File: config.mk
export PLATFORM = sky130hd
export DESIGN_NAME = mul_div_unit_flat
export DESIGN_NICKNAME = d
export VERILOG_FILES = /design/src/rtl/mul_div_unit_if.sv /design/src/rtl/mul_div_unit.sv /design/src/flat_wrapper.sv
export SDC_FILE = /design/constraint.sdc
export NUM_CORES = 1
export LEC_CHECK = 0
export BUFFER_PORTS_ARGS = -buffer_cell sky130_fd_sc_hd__buf_2
export CORE_ASPECT_RATIO = 2
export CORE_MARGIN = 2
export CORE_UTILIZATION = 40
export CTS_CLUSTER_SIZE = 25
export DETAILED_ROUTE_END_ITERATION = 8
export PLACE_DENSITY = 0.6
export SLEW_MARGIN = 15
export SYNTH_ARGS = -nofsm -noshare
export SYNTH_HDL_FRONTEND = slang
export SYNTH_SLANG_ARGS = --single-unit
File: constraint.sdc
create_clock -name clk -period 4.1 [get_ports clk]
set_clock_uncertainty 0.2 [all_clocks]
set_input_delay 0.205 -clock clk [delete_from_list [all_inputs] [get_ports clk]]
set_output_delay 0.205 -clock clk [all_outputs]
set_load 0.1 [all_outputs]
File: src/rtl/mul_div_unit_if.sv
// Request/result bundle between the issuing pipeline stage and the multiply/divide unit.
// The issuing stage is the master; the unit is the slave.
interface mul_div_unit_if;
    logic        start;
    logic [1:0]  op;
    logic [31:0] operand_a;
    logic [31:0] operand_b;
    logic        hi_we;
    logic        lo_we;
    logic [31:0] wdata;
    logic        busy;
    logic        done;
    logic [31:0] hi;
    logic [31:0] lo;

    modport master (
        output start, op, operand_a, operand_b, hi_we, lo_we, wdata,
        input  busy, done, hi, lo
    );

    modport slave (
        input  start, op, operand_a, operand_b, hi_we, lo_we, wdata,
        output busy, done, hi, lo
    );
endinterface

File: src/rtl/mul_div_unit.sv
// Iterative 32-bit multiply/divide unit with HI/LO registers (MULTU, MULT, DIVU, DIV, MTHI, MTLO).
// One shift-add or restoring shift-subtract step per clock; the result lands 33 edges after start.
module mul_div_unit (
    input  logic             clk,
    input  logic             rst_n,
    mul_div_unit_if.slave    bus,
    output logic [1:0]       dbg_state
);

    // Handshake: start is a valid-only request, accepted on any edge where the FSM is IDLE
    // (busy low, including the cycle done is high); a start seen while busy is dropped, never queued.
    typedef enum logic [1:0] {
        IDLE   = 2'd0,
        CALC   = 2'd1,
        FINISH = 2'd2
    } state_t;

    state_t      state;
    state_t      next_state;
    logic [5:0]  count;
    logic        is_div;
    logic        neg_lo;
    logic        neg_hi;
    logic [31:0] opnd;
    logic [63:0] acc;
    logic        busy_q;
    logic        done_q;
    logic [31:0] hi_q;
    logic [31:0] lo_q;

    logic        accept;
    logic        is_signed;
    logic        a_neg;
    logic        b_neg;
    logic [31:0] a_mag;
    logic [31:0] b_mag;
    logic        b_zero;

    logic [32:0] mul_sum;
    logic [32:0] div_shift;
    logic        div_ge;
    logic [31:0] div_rem;
    logic [63:0] acc_step;

    logic [63:0] prod_fix;
    logic [31:0] quo_fix;
    logic [31:0] rem_fix;

    assign accept    = (state == IDLE) && bus.start;
    assign is_signed = bus.op[0];
    assign a_neg     = is_signed & bus.operand_a[31];
    assign b_neg     = is_signed & bus.operand_b[31];
    assign a_mag     = a_neg ? (32'd0 - bus.operand_a) : bus.operand_a;
    assign b_mag     = b_neg ? (32'd0 - bus.operand_b) : bus.operand_b;
    assign b_zero    = (bus.operand_b == 32'd0);

    always_comb begin
        next_state = state;
        case (state)
            IDLE:    if (bus.start) next_state = CALC;
            CALC:    if (count == 6'd31) next_state = FINISH;
            FINISH:  next_state = IDLE;
            default: next_state = IDLE;
        endcase
    end

    // Multiply: acc = {partial, multiplier}; the multiplier bit under test is acc[0].
    // Divide:   acc = {remainder, dividend/quotient}; quotient bits shift in from the right.
    always_comb begin
        mul_sum   = {1'b0, acc[63:32]} + (acc[0] ? {1'b0, opnd} : 33'd0);
        div_shift = {acc[63:32], acc[31]};
        div_ge    = (div_shift >= {1'b0, opnd});
        div_rem   = div_shift[31:0] - opnd;
        acc_step  = acc;
        if (is_div) begin
            acc_step = {(div_ge ? div_rem : div_shift[31:0]), acc[30:0], div_ge};
        end else begin
            acc_step = {mul_sum, acc[31:1]};
        end
    end

    // Divide by zero leaves quotient all ones and remainder = |a|; neg_lo is cleared for it
    // at capture so only the remainder picks up the dividend's sign, which restores operand_a.
    always_comb begin
        prod_fix = neg_lo ? (64'd0 - acc) : acc;
        quo_fix  = neg_lo ? (32'd0 - acc[31:0]) : acc[31:0];
        rem_fix  = neg_hi ? (32'd0 - acc[63:32]) : acc[63:32];
    end

    always_ff @(posedge clk or negedge rst_n) begin
        if (!rst_n) begin
            state  <= IDLE;
            busy_q <= 1'b0;
            done_q <= 1'b0;
        end else begin
            state  <= next_state;
            busy_q <= (next_state != IDLE);
            done_q <= (state == FINISH);
        end
    end

    always_ff @(posedge clk or negedge rst_n) begin
        if (!rst_n) begin
            count  <= 6'd0;
            is_div <= 1'b0;
            neg_lo <= 1'b0;
            neg_hi <= 1'b0;
            opnd   <= 32'd0;
            acc    <= 64'd0;
        end else begin
            if (accept) begin
                count  <= 6'd0;
                is_div <= bus.op[1];
                if (bus.op[1]) begin
                    neg_lo <= (a_neg ^ b_neg) & ~b_zero;
                    neg_hi <= a_neg;
                    opnd   <= b_mag;
                    acc    <= {32'd0, a_mag};
                end else begin
                    neg_lo <= a_neg ^ b_neg;
                    neg_hi <= 1'b0;
                    opnd   <= a_mag;
                    acc    <= {32'd0, b_mag};
                end
            end else if (state == CALC) begin
                count <= (count == 6'd31) ? 6'd0 : count + 6'd1;
                acc   <= acc_step;
            end
        end
    end

    // Only the FINISH edge or an IDLE move-to write may touch HI/LO; start takes priority over MT.
    always_ff @(posedge clk or negedge rst_n) begin
        if (!rst_n) begin
            hi_q <= 32'd0;
            lo_q <= 32'd0;
        end else if (state == FINISH) begin
            if (is_div) begin
                hi_q <= rem_fix;
                lo_q <= quo_fix;
            end else begin
                hi_q <= prod_fix[63:32];
                lo_q <= prod_fix[31:0];
            end
        end else if ((state == IDLE) && !bus.start) begin
            if (bus.hi_we) hi_q <= bus.wdata;
            if (bus.lo_we) lo_q <= bus.wdata;
        end
    end

    assign bus.busy  = busy_q;
    assign bus.done  = done_q;
    assign bus.hi    = hi_q;
    assign bus.lo    = lo_q;
    assign dbg_state = state;

endmodule

File: src/flat_wrapper.sv
// flat-port wrapper written by rule: the top's interface ports become plain ports
module mul_div_unit_flat 
  (clk, rst_n, dbg_state, bus_start, bus_op, bus_operand_a, bus_operand_b, bus_hi_we, bus_lo_we, bus_wdata, bus_busy, bus_done, bus_hi, bus_lo);
  mul_div_unit_if bus_i ();
  input  logic clk;
  input  logic rst_n;
  output logic [1:0] dbg_state;
  input wire logic [$bits(bus_i.start)-1:0] bus_start;
  input wire logic [$bits(bus_i.op)-1:0] bus_op;
  input wire logic [$bits(bus_i.operand_a)-1:0] bus_operand_a;
  input wire logic [$bits(bus_i.operand_b)-1:0] bus_operand_b;
  input wire logic [$bits(bus_i.hi_we)-1:0] bus_hi_we;
  input wire logic [$bits(bus_i.lo_we)-1:0] bus_lo_we;
  input wire logic [$bits(bus_i.wdata)-1:0] bus_wdata;
  output wire logic [$bits(bus_i.busy)-1:0] bus_busy;
  output wire logic [$bits(bus_i.done)-1:0] bus_done;
  output wire logic [$bits(bus_i.hi)-1:0] bus_hi;
  output wire logic [$bits(bus_i.lo)-1:0] bus_lo;
  assign bus_i.start = bus_start;
  assign bus_i.op = bus_op;
  assign bus_i.operand_a = bus_operand_a;
  assign bus_i.operand_b = bus_operand_b;
  assign bus_i.hi_we = bus_hi_we;
  assign bus_i.lo_we = bus_lo_we;
  assign bus_i.wdata = bus_wdata;
  assign bus_busy = bus_i.busy;
  assign bus_done = bus_i.done;
  assign bus_hi = bus_i.hi;
  assign bus_lo = bus_i.lo;
  mul_div_unit u_core (.clk(clk), .rst_n(rst_n), .bus(bus_i), .dbg_state(dbg_state));
endmodule
### Word level (Yosys, flattened, before mapping)

Index checks and enable logic that the tools add are counted.

| storage, ports and cells | value |
|---|---|
| flip-flop bits (word level) | 173 |
| input port bits | 103 |
| output and inout bits | 68 |
| word-level logic and storage cells | 68 |

| operators by class | value |
|---|---|
| add/sub/neg operators | 8 |
| magnitude comparators | 1 |
| equal/unequal tests | 3 |
| multiplexer cells | 28 |
| bitwise gates (word level) | 5 |
| reductions and logical operators | 12 |

Operator list:

| kind | count |
|---|---|
| $mux 32 | 16 |
| $mux 64 | 4 |
| $sub 1x32->32 const A | 4 |
| $sub 1x64->64 const A | 1 |
| $add 32x33->33 | 1 |
| $ge 33x32->1 | 1 |
| $logic_not 32->1 | 1 |
| $sub 32x32->32 | 1 |
| $mux 6 | 3 |
| $reduce_bool 2->1 | 5 |
| $add 6x1->6 const B | 1 |
| $eq 6x5->1 const B | 1 |
| $mux 2 | 2 |
| $pmux 2 s2 | 1 |
| $reduce_and 2->1 | 2 |
| $and 1x1->1 | 3 |
| $eq 2x1->1 const B | 1 |
| $eq 2x2->1 const B | 1 |
| $logic_and 1x1->1 | 2 |
| $logic_not 2->1 | 1 |
| $mux 1 | 2 |
| $logic_not 1->1 | 1 |
| $not 1->1 | 1 |
| $xor 1x1->1 | 1 |

### Depth between registers and ports, before layout

Gate-level depths: netlist (run 1).

| logic depth | value |
|---|---|
| word-level depth | 5 |
| depth in mapped cells | 14 |
| gate-level depth less buffers | 13 |

### Least setup slack after synthesis (run 1)

Ideal clock, no wire load.

| timing path | value |
|---|---|
| path type | register to register |
| start point | reg u_core.acc[31] |
| end point | reg u_core.acc[62] |
| setup time | 134 ps |
| data arrival time | 2999 ps |
| required time | 3766 ps |
| setup slack | 767 ps |
| stages on the path, launching flop included | 15 |
| path buffers | 1 |
| clock period less this slack | 3333 ps |
| cell sequence | dfrtp_1 -> clkbuf_1 -> inv_1 -> ha_1 -> inv_1 -> fa_1 -> a21o_1 -> a221oi_1 -> o21ai_0 -> a21oi_1 -> o21ai_0 -> o21a_1 -> or3_1 -> a31oi_1 -> o21ai_0 |

| between the ends | value |
|---|---|
| word-level cells in the longest chain between the ends | 5 |
| elaborated cells on any way between the ends | 6 |
| those cells by class | 1 x add/sub; 1 x order compare; 4 x mux |

Ends and longest elaborated chain:

| element | RTL line | source |
|---|---|---|
| start: declaration | mul_div_unit.sv:25 | `logic [63:0] acc;` |
| start signal: assignment | mul_div_unit.sv:118 | `acc <= {32'd0, a_mag};` |
| start signal: assignment | mul_div_unit.sv:123 | `acc <= {32'd0, b_mag};` |
| start signal: assignment | mul_div_unit.sv:127 | `acc <= acc_step;` |
| $sub 32x32->32 / $ge 33x32->1 (equally long branches) | mul_div_unit.sv:73, mul_div_unit.sv:72 |  |
| $mux 32 (*) | mul_div_unit.sv:76 | `acc_step = {(div_ge ? div_rem : div_shift[31:0]), acc[30:0], div_ge};` |
| $mux 64 (*) | mul_div_unit.sv:75 | `if (is_div) begin` |
| $mux 64 (*) | mul_div_unit.sv:125 | `end else if (state == CALC) begin` |
| $mux 64 (*) | mul_div_unit.sv:111 | `if (accept) begin` |

Mark *: on every way between the ends. The rest lies on a longest branch, timed or not. The select of a mux whose other input is x is not followed.
A chain may end at the register's enable or synchronous reset.

### Worst setup path in the final report (run 1)

| timing path | value |
|---|---|
| start point | reg u_core.acc[0] |
| end point | reg u_core.acc[63] |

| between the ends | value |
|---|---|
| word-level cells in the longest chain between the ends | 5 |

Ends and longest elaborated chain:

| element | RTL line | source |
|---|---|---|
| $mux 32 | mul_div_unit.sv:70 | `mul_sum = {1'b0, acc[63:32]} + (acc[0] ? {1'b0, opnd} : 33'd0);` |
| $add 32x33->33 | mul_div_unit.sv:70 |  |
| $mux 64 | mul_div_unit.sv:75 |  |
| $mux 64 | mul_div_unit.sv:125 |  |
| $mux 64 | mul_div_unit.sv:111 |  |

Every way passes these cells. The select of a mux whose other input is x is not followed.

==> results of run 1 <==
## critical path: cells and delay by family, from the launching register on
| kind | cells | cell delay (ns) |
|---|---|---|
| and+or+nand+nor | 2 | 0.17 |
| DFF | 1 | 0.38 |
| AOI/OAI and AO/OA | 8 | 1.91 |
| adders and majority gates | 1 | 0.37 |
| buffers and inverters | 2 | 0.66 |
## routing by layer
| layer | part of all wire (%) | up-vias |
|---|---|---|
| met2 | 54 | 664 |
| li1 | - | 7439 |
| met5 | 0 | - |
| met3 | 3.8 | 222 |
| met4 | 8.9 | 0 |
| met1 | 34 | 7658 |
## final timing paths
path                                   startpoint  depth (start not counted)  slack (ns)           endpoint
worst min-delay path            bus_operand_b[30]                          4        0.02    u_core.opnd[30]
min in group asynchronous                   rst_n                          2        0.04    u_core.count[0]
worst min register to register  u_core.bus.hi[23]                          2        0.28  u_core.bus.hi[23]
worst max register to register      u_core.acc[0]                         13        0.31     u_core.acc[63]
max in group asynchronous                   rst_n                          3        2.70     u_core.acc[55]
worst max-delay path                u_core.acc[0]                         13        0.31     u_core.acc[63]
## sequential cells by signal (all words and copies together), names as in the netlist
| register | count |
|---|---|
| u_core.acc | 64 |
| u_core.bus.hi | 32 |
| u_core.neg_lo | 1 |
| u_core.opnd | 32 |
| u_core.bus.busy | 1 |
| u_core.bus.done | 1 |
| u_core.neg_hi | 1 |
| u_core.is_div | 1 |
| u_core.dbg_state | 2 |
| u_core.bus.lo | 32 |
| u_core.count | 6 |
## stage by stage
| step | std cells | hold slack (ns) | utilization [%] | area (sq um) | worst slack [ns] |
|---|---|---|---|---|---|
| 2_1_floorplan | 1986 | -0.2906 | - | 15140 | 0.7665 |
| 3_3_place_gp | 2546 | -0.02055 | 44.58 | 16620 | 0.3739 |
| 3_5_place_dp | 2546 | -0.01272 | 44.58 | 16620 | 0.2550 |
| 4_1_cts | 2619 | 0.003575 | 47.33 | 17650 | 0.2559 |
| 5_1_grt | 2621 | 0.02593 | 47.34 | 17650 | 0.04808 |
| 6_report | 2621 | 0.01712 | 47.34 | 17650 | 0.3143 |
## kinds of logic after synthesis
family / count (synthesis) / synth area share [%]
AND/OR/NAND/NOR: 677 / 20.87
flip-flops: 173 / 28.59
AO/OA/AOI/OAI: 629 / 25.36
multiplexers: 67 / 4.454
adder cells (fa/ha/maj): 71 / 5.966
XOR/XNOR: 168 / 9.718
buffers and inverters: 201 / 5.041
## cells in the final DEF, fill, tap and decap left out, types with 15 or more instances in the layout
| cell | instances |
|---|---|
| nor2_1 | 228 |
| nand2_1 | 221 |
| o21ai_0 | 201 |
| a21oi_1 | 183 |
| dfrtp_1 | 172 |
| buf_2 | 169 |
| xnor2_1 | 98 |
| inv_1 | 70 |
| xor2_1 | 70 |
| ha_1 | 69 |
| mux2i_1 | 64 |
| buf_4 | 57 |
| dlygate4sd3_1 | 41 |
| nor3_1 | 40 |
| o31ai_1 | 36 |
| nand3_1 | 29 |
| a21o_1 | 27 |
| a22oi_1 | 26 |
| nor4_1 | 23 |
| or3_1 | 22 |
| a31oi_1 | 18 |
| clkbuf_16 | 17 |
| o211ai_1 | 16 |
| a211oi_1 | 16 |
| and3_1 | 15 |
## layout make-up
class | count | area [sq um] | share of cell area [%]
multi-input combinational | 1612 | 10080 | 57.13
sequential | 173 | 4330 | 24.53
timing repair buffer | 272 | 1775 | 10.06
tap | 459 | 574.3 | 3.254
clock buffer | 18 | 439.2 | 2.488
inverter | 71 | 266.5 | 1.510
clock inverter | 14 | 175.2 | 0.9924
antenna | 2 | 5.005 | 0.02835
## repair_timing
item	CTS	global route
setup endpoints to repair	0	1
hold buffers	41	0
resized for setup	0	1
hold endpoints to repair	126	0
==> results.md, run 1 <==
- Cell with the most instances after synthesis: nor2_1
- CP Capture Type: flop
- CTS tree: yes
- Sequential cell area fraction in the yosys report: 28.59%
- First-pass GRT wire length: 94600 um
- Slew @ Worst Pin: 0.9575 ns
- Grt met1 use: 31.22%
- Worst-path maximum fanout: 13
- FMAX: 264.2 MHz
- Worst-Skew Late Latency: 0.47 ns
- Core box area: roughly 0.037 sq mm
- Worst rel slew slack: 35.49%
- Share of layout cells above drive strength 1: between 10% and 20%
- Setup-failing EPs final: 0
- GR Util met3: 3.636%
- Aggregate negative setup slack: 0 ns
- Post-Syn Instances: 1986
- Antenna violations before repair: 2
- Number of remaining DRC errors: 0
- Most used cell, CP: o21ai_0
- Ys flop type: dfrtp_1
- CTS buffer count: 17
- Slowest-stage cell, CP: a2111oi_0
- Synth unique cells: 84
- # fillers: 3787
- Post-CTS Setup Bufs: 0
- Status: finished, final reports clean
- Synth area leaders: dfrtp_1 29%, o21ai_0 6.6%, a21oi_1 6.0%
- Routed WL: 63210 um
- Port bufs: 170
- GP Congestion: 1.013
- Synth Net Count: approximately 2200
- Clk slew on worst S/H paths: around 0.08 ns
- # nets final: 2321
- Area Growth Syn to Fin: 16.58%
- Drt first pass iters: 6
- Minimum clock period: 3.786 ns
- Full die area: between 0.03 and 0.04 sq mm
- Detailed placer's ending HPWL: 50940 um
- Root Driver: clkbuf_16
- Met2 GRT Util: 59.50%
- Via density: 6.098
- Area share of the largest cell type after synthesis: 28.59%
- Ys async rst share: 100.0%
- Die X: 141.6 um
- WL per Instance: 24.12 um
- ANT nets after route: 0
- Crit Path Class: flop to flop
- Io pins: 171
- Yosys warning count: 0
- Worst min path class: primary input to flop
- Row cnt: 100
- Tcrit/Tclk final: slightly above 90%
- Largest net degree at the start of global routing: 92
- Chip height: approximately 280 um
- EDFF count, synth: 0
- Slew Viols, Final: 0
- Grt total ovfl: 0
- Bufs on Longest Clock Path: 2
- Slowest cell delay on critical path: 0.49 ns
- CTS H-tree depth: 4
- Initial Utilization: between 40% and 50%
- Hold Fails Final Rpt: 0
- RSZ-0062 raised after global routing: false
- Post-synth top cells: 228 x nor2_1, 222 x nand2_1, 201 x o21ai_0
- Vias: 15980
- Cell Area, Synth: 0.01514 sq mm
- CP Launch Type: flop
- Critical path data arrival time: 3.94 ns
- Gr usage total: 31.86%
- Starting DRT DRC Count: 1074
- Vias in the first global route: 16130
- Max Cap Violations: 0
- Count of clock tree sinks: between 150 and 200
- Syn Area/Cell: 7.624 sq um
- Worst Path Required: between 4 and 5 ns
- FF+latch count, synth: about 170
- Largest area contributor in the netlist: dfrtp_1
- GR peak layer: met2
- CP Cell Sequence: inv_1, buf_4, nor2_1, ha_1, o21ai_0, o21bai_1, a211oi_1, o21ai_0, a22oi_1, o21ai_0, a2111oi_0, nor4_1, a22o_1
Power of run 1 is not shown: default switching activity piles up to over one toggle a cycle in this logic, so the estimate is an artifact.
==> run 2: changes to the inputs <==
--- a/config.mk
+++ b/config.mk
@@ -8,10 +8,10 @@
 export BUFFER_PORTS_ARGS = -buffer_cell sky130_fd_sc_hd__buf_2
 export CORE_ASPECT_RATIO = 2
 export CORE_MARGIN = 2
-export CORE_UTILIZATION = 40
+export CORE_UTILIZATION = 60
 export CTS_CLUSTER_SIZE = 25
 export DETAILED_ROUTE_END_ITERATION = 8
-export PLACE_DENSITY = 0.6
+export PLACE_DENSITY = 0.84
 export SLEW_MARGIN = 15
 export SYNTH_ARGS = -nofsm -noshare
 export SYNTH_HDL_FRONTEND = slang
==> run 2 against run 1 <==
Against the previous run: register-to-register slack got worse by 0.14 ns; first-iteration DRC count increased by 55%; via count increased by 4.4%; die area decreased by 33%.
==> results.md, run 2 (synthesis results as in run 1) <==
- Vias in the first global route: 16610 (was 16130)
- Minimum clock period: 3.927 ns (was 3.786 ns)
- Worst-Skew Late Latency: 0.46 ns (was 0.47 ns)
- Root Driver: clkbuf_16 (unchanged)
- First-pass GRT wire length: 91910 um (was 94600 um)
- Chip height: 228.7 um (was 279.1 um)
- Max FFs per register: 64 (unchanged)
- Starting DRT DRC Count: 1660 (was 1074)
- Detailed placer's ending HPWL: 45460 um (was 50940 um)
- Drt first pass iters: 9 (was 6)
- Vias: 16680 (was 15980)
- WL per Instance: 23.93 um (was 24.12 um)
- Worst Path Required: 4.26 ns (about the same)
- Slowest cell delay on critical path: 0.56 ns (was 0.49 ns)
- Area Growth Syn to Fin: 16.22% (was 16.58%)
- CTS buffer count: 17 (unchanged)
- Worst rel slew slack: 28.76% (was 35.49%)
- Worst Hold End: u_core.opnd[21] (was u_core.opnd[30])
- Share of layout cells above drive strength 1: 14.47% (was 13.94%)
- CTS H-tree depth: 4 (unchanged)
- Largest net degree at the start of global routing: 102 (was 92)
- Worst-path maximum fanout: 5 (was 13)
- Delay-heaviest family, CP: compound AO/OA/AOI/OAI gates (unchanged)
- Number of remaining DRC errors: 0 (unchanged)
- Most frequent cells in the layout: 228 x nor2_1, 221 x nand2_1, 201 x o21ai_0, 183 x a21oi_1, 171 x dfrtp_1 (was 228 x nor2_1, 221 x nand2_1, 201 x o21ai_0, 183 x a21oi_1, 172 x dfrtp_1)
- # fillers: 2118 (was 3787)
- ANT nets after route: 0 (unchanged)
- FMAX: 254.6 MHz (was 264.2 MHz)
- CP Capture Type: flop (unchanged)
- Core box area: 0.02493 sq mm (was 0.03729 sq mm)
- Grt total ovfl: 0 (unchanged)
- Max Cap Violations: 0 (unchanged)
- Routed WL: 60250 um (was 63210 um)
- Critical path buffer and inverter count: 2 (unchanged)
- Initial Utilization: 60.73% (was 40.61%)
- Bufs on Longest Clock Path: 2 (unchanged)
- Antenna violations before repair: 4 (was 2)
- Hold path depth: 4 (unchanged)
- CTS tree: yes (unchanged)
- Full die area: 0.02660 sq mm (was 0.03952 sq mm)
- Count of clock tree sinks: 173 (unchanged)
- Slew Viols, Final: 0 (unchanged)
- Slew @ Worst Pin: 1.065 ns (was 0.9575 ns)
- Critical path data arrival time: 4.09 ns (was 3.94 ns)
- Gr usage total: 44.93% (was 31.86%)
- Crit Path Class: flop to flop (unchanged)
- Commonest non-fill, non-tap cell in the layout: nor2_1 (unchanged)
- Port bufs: 170 (unchanged)
- Launch point of the worst reg-to-reg path: u_core.opnd[6] (was u_core.acc[0])
- Via density: 6.625 (was 6.098)
- CP Launch Type: flop (unchanged)
- Tcrit/Tclk final: 95.79% (was 92.33%)
- Final Non-Filler Cells: 2518 (was 2621)
- R2R depth: 12 (was 13)
- RSZ-0062 raised after global routing: false (unchanged)
- Cells after DPL: 2423 (was 2546)
- Io pins: 171 (unchanged)
- Clk slew on worst S/H paths: 0.07 ns (was 0.08 ns)
- Hold Fails Final Rpt: 0 (unchanged)
- Slowest-stage cell, CP: xor2_1 (was a2111oi_0)
- Die X: 116.3 um (was 141.6 um)
- Row cnt: 82 (was 100)
- Worst min path class: primary input to flop (unchanged)
- Status: finished, final reports clean (unchanged)
- Aggregate negative setup slack: 0 ns (unchanged)
- Largest reg by FF count: u_core.acc (unchanged)
- Setup-failing EPs final: 0 (unchanged)
- Hold_sp: bus_operand_b[21] (was bus_operand_b[30])
- Reg2Reg Setup Slack: 0.17 ns (was 0.31 ns)
- CP Cell Sequence: inv_1, ha_1, and2_1, a32o_1, a221oi_1, buf_4, o21ai_1, a21oi_1, o21ai_0, xor2_1, mux2i_1, o221ai_1 (was inv_1, buf_4, nor2_1, ha_1, o21ai_0, o21bai_1, a211oi_1, o21ai_0, a22oi_1, o21ai_0, a2111oi_0, nor4_1, a22o_1)
- GP Congestion: 1.045 (was 1.013)
- # nets final: 2338 (was 2321)
- Worst R2R End: u_core.acc[59] (was u_core.acc[63])
==> run 2: cell types whose count changed in the layout (fill, tap and decap cells not counted), moves of 2 or more <==
cell	delta
clkinvlp_4	+3
buf_12	-2
diode_2	+3
clkinv_8	-3
dlygate4sd3_1	+6
buf_4	+12
==> run 2: worst reg2reg max path, stage by stage (launching register included) <==
cell      delay (ns)
dfrtp_1         0.39
inv_1           0.27
ha_1            0.36
and2_1          0.20
a32o_1          0.27
a221oi_1        0.31
buf_4           0.18
o21ai_1         0.19
a21oi_1         0.36
o21ai_0         0.16
xor2_1          0.56
mux2i_1         0.16
o221ai_1        0.22
==> run 2: worst max path at each step <==
stage                         from             end  slack [ns]  cells after the start
global placement    u_core.acc[46]  u_core.acc[45]        0.26                     10
global route         u_core.acc[0]  u_core.acc[63]        0.02                     13
detailed placement  u_core.acc[46]  u_core.acc[45]        0.27                     10
finish              u_core.opnd[6]  u_core.acc[59]        0.17                     12
floorplan           u_core.acc[31]  u_core.acc[62]        0.77                     14
CTS                 u_core.acc[46]  u_core.acc[42]        0.26                     10
==> run 2: stage by stage <==
| stage | cell area [sq um] | worst slack (ns) | hold WS, ns | utilization (%) |
|---|---|---|---|---|
| floorplan | 15140 | 0.7665 | -0.2906 | - |
| global placement | 16440 | 0.2602 | 0.05385 | 65.95 |
| detailed placement | 16440 | 0.2655 | 0.05881 | 65.95 |
| CTS | 17490 | 0.2569 | 0.007893 | 70.16 |
| global route | 17590 | 0.02224 | 0.06028 | 70.57 |
| finish | 17600 | 0.1728 | 0.01477 | 70.58 |
==> run 2: repair_timing <==
action	4_1_cts	5_1_grt
gates resized for setup	0	3
hold endpoints to repair	146	0
hold buffers	47	0
setup endpoints to repair	0	14
setup buffers	0	10
==> run 2: routing by layer <==
layer  wire length (um)  track usage (%)  vias to the layer above
met5                  0                0                        -
met4               7053            39.58                        0
met3               4589            9.440                      413
li1                   -                -                     7472
met1              18930            44.80                     7769
met2              29680            76.14                     1027
==> run 2: final cells by class <==
class,count,area (sq um),area share [%]
inverter,71,270.3,1.536
antenna,5,12.51,0.07110
timing repair buffer,288,1886,10.72
tap,336,420.4,2.389
clock buffer,18,439.2,2.496
sequential,173,4332,24.62
clock inverter,14,141.4,0.8035
timing repair inverter,1,5.005,0.02844
multi-input combinational,1612,10090,57.34
Power of run 2 is left out for the same reason.
